===== config.mk =====
export PLATFORM = sky130hd
export DESIGN_NAME = trace_capture_ctrl_flat
export DESIGN_NICKNAME = d
export VERILOG_FILES = /design/src/rtl/trace_capture_ctrl_if.sv /design/src/rtl/trace_capture_ctrl.sv /design/src/flat_wrapper.sv
export SDC_FILE = /design/constraint.sdc
export NUM_CORES = 1
export LEC_CHECK = 0
export ABC_CLOCK_PERIOD_IN_PS = 2800
export CAP_MARGIN = 10
export CORE_MARGIN = 10
export CORE_UTILIZATION = 30
export DETAILED_ROUTE_END_ITERATION = 10
export PLACE_DENSITY = 0.6
export SLEW_MARGIN = 5
export SYNTH_ARGS = -nofsm -noshare
export SYNTH_HDL_FRONTEND = slang
export SYNTH_SLANG_ARGS = --single-unit
export TNS_END_PERCENT = 30

===== constraint.sdc =====
create_clock -name CLK_I -period 2.8 [get_ports CLK_I]
set_clock_uncertainty 0.05 [all_clocks]
set_input_delay 0.42 -clock CLK_I [delete_from_list [all_inputs] [get_ports CLK_I]]
set_output_delay 0.42 -clock CLK_I [all_outputs]
set_load 0.02 [all_outputs]

===== src/rtl/trace_capture_ctrl_if.sv =====
// Handshake and memory-port bundle between the trace deserializer, the capture
// controller and the trace memory write port.
interface trace_capture_ctrl_if #(
    parameter int unsigned DEPTH = 64
);
    localparam int unsigned ADDR_BITS = $clog2(DEPTH);

    logic                 ARM_I;
    logic                 DISARM_I;
    logic                 STREAM_I;
    logic [ADDR_BITS-1:0] TRG_DELAY_I;
    logic                 TRIGGER_I;
    logic [ADDR_BITS-1:0] READ_PTR_I;
    logic                 STORE_I;
    logic                 STORE_PERM_O;
    logic                 MEM_WE_O;
    logic [ADDR_BITS-1:0] MEM_WADDR_O;
    logic [ADDR_BITS-1:0] TRG_ADDR_O;
    logic                 BUSY_O;
    logic                 TRIGGERED_O;
    logic                 DONE_O;
    logic                 WRAPPED_O;

    modport master (
        output ARM_I, DISARM_I, STREAM_I, TRG_DELAY_I, TRIGGER_I, READ_PTR_I, STORE_I,
        input  STORE_PERM_O, MEM_WE_O, MEM_WADDR_O, TRG_ADDR_O, BUSY_O, TRIGGERED_O,
               DONE_O, WRAPPED_O
    );

    modport slave (
        input  ARM_I, DISARM_I, STREAM_I, TRG_DELAY_I, TRIGGER_I, READ_PTR_I, STORE_I,
        output STORE_PERM_O, MEM_WE_O, MEM_WADDR_O, TRG_ADDR_O, BUSY_O, TRIGGERED_O,
               DONE_O, WRAPPED_O
    );
endinterface


===== src/rtl/trace_capture_ctrl.sv =====
// Trace capture sequencer: store permission, ring/stream write addressing and
// pre/post-trigger windowing for the trace memory.
module trace_capture_ctrl #(
    parameter int unsigned DEPTH = 64
) (
    input logic                  CLK_I,
    input logic                  RST_I,
    trace_capture_ctrl_if.slave  bus
);
    localparam int unsigned ADDR_BITS = $clog2(DEPTH);
    localparam logic [ADDR_BITS-1:0] AddrMax   = ADDR_BITS'(DEPTH - 1);
    localparam logic [ADDR_BITS:0]   FullLevel = (ADDR_BITS + 1)'(DEPTH - 1);

    typedef enum logic [1:0] {StIdle, StPre, StPost, StDone} state_e;

    state_e               state_q, state_d;
    logic [ADDR_BITS-1:0] wptr_q, wptr_d;
    logic [ADDR_BITS-1:0] post_cnt_q, post_cnt_d;
    logic [ADDR_BITS-1:0] trg_addr_q, trg_addr_d;
    logic [ADDR_BITS-1:0] delay_q, delay_d;
    logic                 triggered_q, triggered_d;
    logic                 wrapped_q, wrapped_d;
    logic                 stream_q, stream_d;

    logic                 active, room, remaining, we;
    logic [ADDR_BITS-1:0] occ;
    logic [ADDR_BITS:0]   occ_next;
    logic [ADDR_BITS-1:0] store_ext;

    assign store_ext = ADDR_BITS'(bus.STORE_I);
    assign active    = (state_q == StPre) || (state_q == StPost);
    assign occ       = wptr_q - bus.READ_PTR_I;
    // The in-flight store already claims a slot; one slot always stays free.
    assign occ_next  = {1'b0, occ} + (ADDR_BITS + 1)'(bus.STORE_I);
    assign room      = !stream_q || (occ_next < FullLevel);
    assign remaining = (state_q == StPre) || (post_cnt_q > store_ext);
    assign we        = bus.STORE_I && active && !bus.ARM_I;

    assign bus.STORE_PERM_O = active && room && remaining;
    assign bus.MEM_WE_O     = we;
    assign bus.MEM_WADDR_O  = wptr_q;
    assign bus.TRG_ADDR_O   = trg_addr_q;
    assign bus.BUSY_O       = active;
    assign bus.TRIGGERED_O  = triggered_q;
    assign bus.DONE_O       = (state_q == StDone);
    assign bus.WRAPPED_O    = wrapped_q;

    always_comb begin
        state_d     = state_q;
        wptr_d      = wptr_q;
        post_cnt_d  = post_cnt_q;
        trg_addr_d  = trg_addr_q;
        delay_d     = delay_q;
        triggered_d = triggered_q;
        wrapped_d   = wrapped_q;
        stream_d    = stream_q;

        if (bus.ARM_I) begin
            state_d     = StPre;
            wptr_d      = '0;
            triggered_d = 1'b0;
            wrapped_d   = 1'b0;
            stream_d    = bus.STREAM_I;
            delay_d     = bus.TRG_DELAY_I;
        end else begin
            if (we) begin
                wptr_d = wptr_q + ADDR_BITS'(1);
                if (!stream_q && (wptr_q == AddrMax)) wrapped_d = 1'b1;
            end
            unique case (state_q)
                StPre: begin
                    if (bus.DISARM_I) begin
                        state_d = StIdle;
                    end else if (bus.TRIGGER_I) begin
                        // A store in the trigger cycle still belongs to the pre-trigger window.
                        trg_addr_d  = wptr_q + store_ext;
                        triggered_d = 1'b1;
                        post_cnt_d  = delay_q;
                        state_d     = (delay_q != '0) ? StPost : StDone;
                    end
                end
                StPost: begin
                    if (bus.DISARM_I) begin
                        state_d = StIdle;
                    end else if (we) begin
                        post_cnt_d = post_cnt_q - ADDR_BITS'(1);
                        if (post_cnt_q == ADDR_BITS'(1)) state_d = StDone;
                    end
                end
                StDone: begin
                    if (bus.DISARM_I) state_d = StIdle;
                end
                StIdle: ;
                default: state_d = StIdle;
            endcase
        end
    end

    always_ff @(posedge CLK_I or posedge RST_I) begin
        if (RST_I) begin
            state_q     <= StIdle;
            wptr_q      <= '0;
            post_cnt_q  <= '0;
            trg_addr_q  <= '0;
            delay_q     <= '0;
            triggered_q <= 1'b0;
            wrapped_q   <= 1'b0;
            stream_q    <= 1'b0;
        end else begin
            state_q     <= state_d;
            wptr_q      <= wptr_d;
            post_cnt_q  <= post_cnt_d;
            trg_addr_q  <= trg_addr_d;
            delay_q     <= delay_d;
            triggered_q <= triggered_d;
            wrapped_q   <= wrapped_d;
            stream_q    <= stream_d;
        end
    end
endmodule


===== src/flat_wrapper.sv =====
// flat-port wrapper written by rule: the top's interface ports become plain ports
module trace_capture_ctrl_flat 
#(
    parameter int unsigned DEPTH = 64
)
  (CLK_I, RST_I, bus_ARM_I, bus_DISARM_I, bus_STREAM_I, bus_TRG_DELAY_I, bus_TRIGGER_I, bus_READ_PTR_I, bus_STORE_I, bus_STORE_PERM_O, bus_MEM_WE_O, bus_MEM_WADDR_O, bus_TRG_ADDR_O, bus_BUSY_O, bus_TRIGGERED_O, bus_DONE_O, bus_WRAPPED_O);
  trace_capture_ctrl_if #(.DEPTH(DEPTH)) bus_i ();
  input logic CLK_I;
  input logic RST_I;
  input wire logic [$bits(bus_i.ARM_I)-1:0] bus_ARM_I;
  input wire logic [$bits(bus_i.DISARM_I)-1:0] bus_DISARM_I;
  input wire logic [$bits(bus_i.STREAM_I)-1:0] bus_STREAM_I;
  input wire logic [$bits(bus_i.TRG_DELAY_I)-1:0] bus_TRG_DELAY_I;
  input wire logic [$bits(bus_i.TRIGGER_I)-1:0] bus_TRIGGER_I;
  input wire logic [$bits(bus_i.READ_PTR_I)-1:0] bus_READ_PTR_I;
  input wire logic [$bits(bus_i.STORE_I)-1:0] bus_STORE_I;
  output wire logic [$bits(bus_i.STORE_PERM_O)-1:0] bus_STORE_PERM_O;
  output wire logic [$bits(bus_i.MEM_WE_O)-1:0] bus_MEM_WE_O;
  output wire logic [$bits(bus_i.MEM_WADDR_O)-1:0] bus_MEM_WADDR_O;
  output wire logic [$bits(bus_i.TRG_ADDR_O)-1:0] bus_TRG_ADDR_O;
  output wire logic [$bits(bus_i.BUSY_O)-1:0] bus_BUSY_O;
  output wire logic [$bits(bus_i.TRIGGERED_O)-1:0] bus_TRIGGERED_O;
  output wire logic [$bits(bus_i.DONE_O)-1:0] bus_DONE_O;
  output wire logic [$bits(bus_i.WRAPPED_O)-1:0] bus_WRAPPED_O;
  assign bus_i.ARM_I = bus_ARM_I;
  assign bus_i.DISARM_I = bus_DISARM_I;
  assign bus_i.STREAM_I = bus_STREAM_I;
  assign bus_i.TRG_DELAY_I = bus_TRG_DELAY_I;
  assign bus_i.TRIGGER_I = bus_TRIGGER_I;
  assign bus_i.READ_PTR_I = bus_READ_PTR_I;
  assign bus_i.STORE_I = bus_STORE_I;
  assign bus_STORE_PERM_O = bus_i.STORE_PERM_O;
  assign bus_MEM_WE_O = bus_i.MEM_WE_O;
  assign bus_MEM_WADDR_O = bus_i.MEM_WADDR_O;
  assign bus_TRG_ADDR_O = bus_i.TRG_ADDR_O;
  assign bus_BUSY_O = bus_i.BUSY_O;
  assign bus_TRIGGERED_O = bus_i.TRIGGERED_O;
  assign bus_DONE_O = bus_i.DONE_O;
  assign bus_WRAPPED_O = bus_i.WRAPPED_O;
  trace_capture_ctrl #(.DEPTH(DEPTH)) u_core (.CLK_I(CLK_I), .RST_I(RST_I), .bus(bus_i));
endmodule

Word-level counts from Yosys, hierarchy flattened:

Cells that the tools add are included.

* eq/ne operators: 14
* $add $sub $neg: 5
* $lt $le $gt $ge: 2
* reductions and logical operators: 22
* multiplexer cells: 23
* bitwise logic cells: 2

Operator list (count)
* 6-bit two-way mux: 6
* 2-bit two-way mux: 7
* 4-bit != test (second input constant): 3
* 6-bit one-hot mux with 2 select lines: 1
* 2-bit != test (second input constant): 5
* 2-bit nonzero test: 5
* 1-bit two-way mux: 8
* 6-bit by 1-bit adder with 7-bit output: 1
* 7-bit by 6-bit less-than comparator with 1-bit output (second input constant): 1
* 6-bit by 1-bit adder with 6-bit output: 1
* 6-bit by 1-bit adder with 6-bit output (second input constant): 1
* 6-bit by 1-bit equality test with 1-bit output (second input constant): 1
* 6-bit equality test (second input constant): 1
* 6-bit by 1-bit > comparator with 1-bit output: 1
* 2-bit one-hot mux with 3 select lines: 1
* 6-bit AND reduction: 1
* 6-bit nonzero test: 1
* 6-bit by 1-bit subtractor with 6-bit output (second input constant): 1
* 6-bit subtractor: 1
* 1-bit logical AND: 5
* 5-bit AND reduction: 1
* 2-bit equality test (second input constant): 2
* 4-bit AND reduction: 1
* 4-bit nonzero test: 1
* 7 further kinds: 11

* logic and storage cells: 76
* register bits after elaboration: 29
* output and inout bits: 18

Depth between registers and ports, before layout:

* word-level depth: 8
* mapped depth: 10
* mapped depth without buffers: 10

Worst setup path after synthesis:

No wires, ideal clock.

* kind: reg2out
* from: register u_core.wptr_q[0], in the netlist u_core.bus.MEM_WADDR_O[0]
* to: output bus_STORE_PERM_O
* arrival time: 2.173 ns
* path slack: 0.157 ns
* cell stages (with the launch flop): 9
* buffers on the path: 0
* cell sequence: dfrtp_1 > inv_1 > ha_1 > inv_1 > fa_1 > ha_1 > o21ai_0 > o2111ai_1 > o31a_1

* word-level cells in the longest chain between the ends: 6

RTL lines
* start: declaration: line trace_capture_ctrl.sv:17 `logic [ADDR_BITS-1:0] wptr_q, wptr_d;`
* start signal: assignment: line trace_capture_ctrl.sv:111 `wptr_q <= wptr_d;`
* 6-bit subtractor: line trace_capture_ctrl.sv:32 `assign occ = wptr_q - bus.READ_PTR_I;`
* 6-bit by 1-bit adder with 7-bit output: line trace_capture_ctrl.sv:34 `assign occ_next = {1'b0, occ} + (ADDR_BITS + 1)'(bus.STORE_I);`
* 7-bit by 6-bit less-than comparator with 1-bit output: line trace_capture_ctrl.sv:35 `assign room = !stream_q || (occ_next < FullLevel);`
* 1-bit logical OR: line trace_capture_ctrl.sv:35
* 1-bit logical AND (2 in a row): line trace_capture_ctrl.sv:39 `assign bus.STORE_PERM_O = active && room && remaining;`
* end: declaration: line flat_wrapper.sv:17 `output wire logic [$bits(bus_i.STORE_PERM_O)-1:0] bus_STORE_PERM_O;`

No other way between the ends.

Worst setup path in the final report:

* from: input bus_READ_PTR_I[2]
* to: output bus_STORE_PERM_O

* word-level cells in the longest chain between the ends: 6

RTL lines
* start: declaration: line flat_wrapper.sv:15 `input wire logic [$bits(bus_i.READ_PTR_I)-1:0] bus_READ_PTR_I;`
* 6-bit subtractor: line trace_capture_ctrl.sv:32
* 6-bit by 1-bit adder with 7-bit output: line trace_capture_ctrl.sv:34
* 7-bit by 6-bit less-than comparator with 1-bit output: line trace_capture_ctrl.sv:35
* 1-bit logical OR: line trace_capture_ctrl.sv:35
* 1-bit logical AND (2 in a row): line trace_capture_ctrl.sv:39

No other way between the ends.

==> insert_results.sql <==
INSERT INTO impl_metrics (metric_group, metric, value, unit) VALUES
('die', 'die_height', '98.4', 'µm'),
('placed_design', 'place.port_buffers', '36', ''),
('worst_hold_path', 'worstHoldPathType', 'reg2reg', ''),
('synth', 'synth_cells', '196', ''),
('sta', 'setup_repair_after_global_routing_missed_its_margin', 'true', ''),
('sta', 'max_slew_margin', '57.1', '%'),
('clocking', 'root_buffer', 'sky130_fd_sc_hd__clkbuf_8', ''),
('sta', 'setup_viol', '0', ''),
('global_route', 'first_global_vias', '1608', ''),
('layout', 'syn_to_final_growth', '38.6', '%'),
('worst_hold_path', 'hold_path_startpoint', 'u_core.bus.TRIGGERED_O', ''),
('placed_design', 'postPlaceCellArea', '2370', 'µm²'),
('synth', 'synth.ff_latch_count', '29', ''),
('power_and_ir_drop', 'cellLeakagePower', '1.16', 'nW'),
('worst_setup_path', 'critical_path.max_stage_delay', '0.46', 'ns'),
('synth', 'synth_cell_types', '37', ''),
('die', 'placeableCoreArea', '5960', 'µm²'),
('sta', 'fin_max_slew_vios', '0', ''),
('worst_setup_path', 'worst_ep_required_time', '2.33', 'ns'),
('worst_setup_path', 'crit_arrival', '2.30', 'ns'),
('worst_setup_path', 'critical_path_peak_fanout', '3', ''),
('synth', 'yosys_most_used_dff', 'sky130_fd_sc_hd__dfrtp_1', ''),
('worst_hold_path', 'min_delay_worst_endpoint', 'u_core.bus.TRIGGERED_O', ''),
('worst_setup_path', 'crit_start', 'bus_READ_PTR_I[2]', ''),
('clocking', 'tritoncts.num_buffers', '5', ''),
('drt', 'routed_wl', '4600', 'µm'),
('drt', 'via_count', '1548', ''),
('clocking', 'maximum_clock_path_buffer_count', '2', ''),
('status', 'status', 'finished clean', ''),
('die', 'boundaryPins', '37', ''),
('clocking', 'tritoncts', 'built', ''),
('clocking', 'numClockSinks', '29', ''),
('sta', 'max_clock_freq', '0.361', 'GHz'),
('drt', 'drt_first_iter_violations', '64', ''),
('placed_design', 'finalWeightedCongestion', '0.812', ''),
('layout', 'num-nets-final', '283', ''),
('synth', 'synth_cell_area', '1840', 'µm²'),
('sta', 'setup-tns-final', '0', 'ns'),
('synth', 'sequential_cell_area_fraction_in_the_yosys_report', '39.4', '%'),
('worst_setup_path', 'rr_endpoint', 'u_core.state_q[0]', ''),
('clocking', 'clock_tree.htree_level_count', '2', ''),
('die', 'num_rows', '28', ''),
('global_route', 'total_global_route_track_usage', '9.74', '%'),
('placed_design', 'detailed_place_hpwl', '3430', 'µm'),
('synth', 'synth.top_cells.by_count', 'sky130_fd_sc_hd__dfrtp_1, sky130_fd_sc_hd__nor2_1, sky130_fd_sc_hd__inv_1', ''),
('synth', 'yosys_warnings', '0', ''),
('drt', 'vias_per_cell', '4.79', ''),
('die', 'initial_core_util', '30.9', '%'),
('clocking', 'cts.hold.buffers_added', '0', ''),
('synth', 'async_flop_share', '100', '%'),
('synth', 'yosysTopAreaCell', 'sky130_fd_sc_hd__dfrtp_1', ''),
('global_route', 'overflow', '0', ''),
('synth', 'synth.most_common_cell', 'sky130_fd_sc_hd__dfrtp_1', ''),
('drt', 'drt_drc_violations_left', '0', ''),
('layout', 'layout-drive-gt1-share', '19.4', '%'),
('sta', 'tightest_slew', '0.643', 'ns'),
('sta', 'final.min_clock_period', '2.77', 'ns'),
('worst_hold_path', 'worstHoldPathCells', '1', ''),
('clocking', 'clkLatencyLatePin', '0.29', 'ns'),
('synth', 'synth_top_cell_area_share', '39.4', '%'),
('synth', 'syn-num-nets', '232', ''),
('layout', 'antenna-diode-count', '0', ''),
('global_route', 'grt_pass1_wl', '7820', 'µm'),
('global_route', 'antenna_violations_before_repair', '0', ''),
('worst_setup_path', 'worst-r2r-cell-count', '7', ''),
('layout', 'fin_area', '2550', 'µm²'),
('worst_setup_path', 'critical_path.endpoint_type', 'output pin', ''),
('die', 'floorplan.die_area', '9670', 'µm²'),
('sta', 'layout_worst_path_cycle_share', '99.0', '%'),
('drt', 'drt-wirelength-per-cell', '14.3', 'µm'),
('clocking', 'clkSlewWorstSetupHoldPaths', '0.06', 'ns');
worst max-delay path by stage:
stage                                   to  slack, ns  depth (start not counted)
after floorplan           bus_STORE_PERM_O       0.16                          8
final                     bus_STORE_PERM_O       0.03                          9
after detailed placement  bus_STORE_PERM_O      -0.58                          9
after global routing      bus_STORE_PERM_O      -0.08                         10
after CTS                 bus_STORE_PERM_O       0.02                          9
after global placement    bus_STORE_PERM_O      -0.56                          9
power by group:
part / switching (mW) / total [mW] / internal, mW
Combinational: 0.433 / 0.852 / 0.418
Sequential: 0.0998 / 0.631 / 0.531
Clock: 0.172 / 0.525 / 0.353
Total: 0.705 / 2.01 / 1.30
layout make-up:
class	count	area, µm²
fillers	611	3400
multi-input cells	140	1040
flip-flops and latches	29	726
repair buffers	51	479
well taps	75	93.8
inverters	20	75.1
clock buffers	5	68.8
clock inverters	3	65.1
layout by cell type (no fill, tap or decap), drive strengths merged, types with 7 or more instances in the layout:
cell / count
dfrtp: 29
buf: 16
nand2: 7
o21ai: 9
xor2: 8
ha: 16
clkdlybuf4s50: 33
a21oi: 18
inv: 20
mux2: 10
nor2: 26
through the flow:
step	hold WS [ns]	worst slack [ns]	cells	power, mW	utilization, %
after floorplan	0.444	0.157	196	1.12	-
after global placement	0.423	-0.559	314	1.44	39.7
after detailed placement	0.423	-0.575	314	1.45	39.7
after CTS	0.438	0.0164	322	2.00	42.3
after global routing	0.473	-0.0827	323	2.15	42.9
final	0.432	0.0274	323	2.01	42.9
flip-flops by register name (all words and copies together) (netlist names):
register and cells:
u_core.bus.MEM_WADDR_O 6, u_core.bus.TRG_ADDR_O 6, u_core.bus.TRIGGERED_O 1, u_core.bus.WRAPPED_O 1
u_core.delay_q 6, u_core.post_cnt_q 6, u_core.state_q 2, u_core.stream_q 1
critical path, delay by kind of cell:
kind / cells / cell delay, ns
AO/OA/AOI/OAI: 4 / 0.73
buffers and inverters: 3 / 0.63
adder cells (fa/ha/maj): 1 / 0.32
XOR/XNOR: 1 / 0.19
layer usage:
metal / up-vias / share of wire [%] / GRT usage, %
li1: 772 / - / -
met1: 735 / 46 / 11.9
met2: 35 / 48 / 15.7
met3: 6 / 5.8 / 3.31
met4: 0 / 0.98 / 2.98
met5: - / 0 / 0
logic make-up after synthesis:
kind of cell             synth area share (%)
AND/OR/NAND/NOR                          14.8
XOR/XNOR                                 6.66
AO/OA/AOI/OAI                            14.0
adder cells (fa/ha/maj)                  12.0
flip-flops                               39.4
buffers and inverters                    5.98
multiplexers                             7.20
timing repair:
| action | 4_1_cts | 5_1_grt |
|---|---|---|
| setup endpoints to repair | 1 | 1 |
| pin swaps | 5 | 3 |
| setup buffers | 0 | 1 |
| resized for setup | 13 | 8 |
No activity file was read; power rests on OpenSTA's default activity.
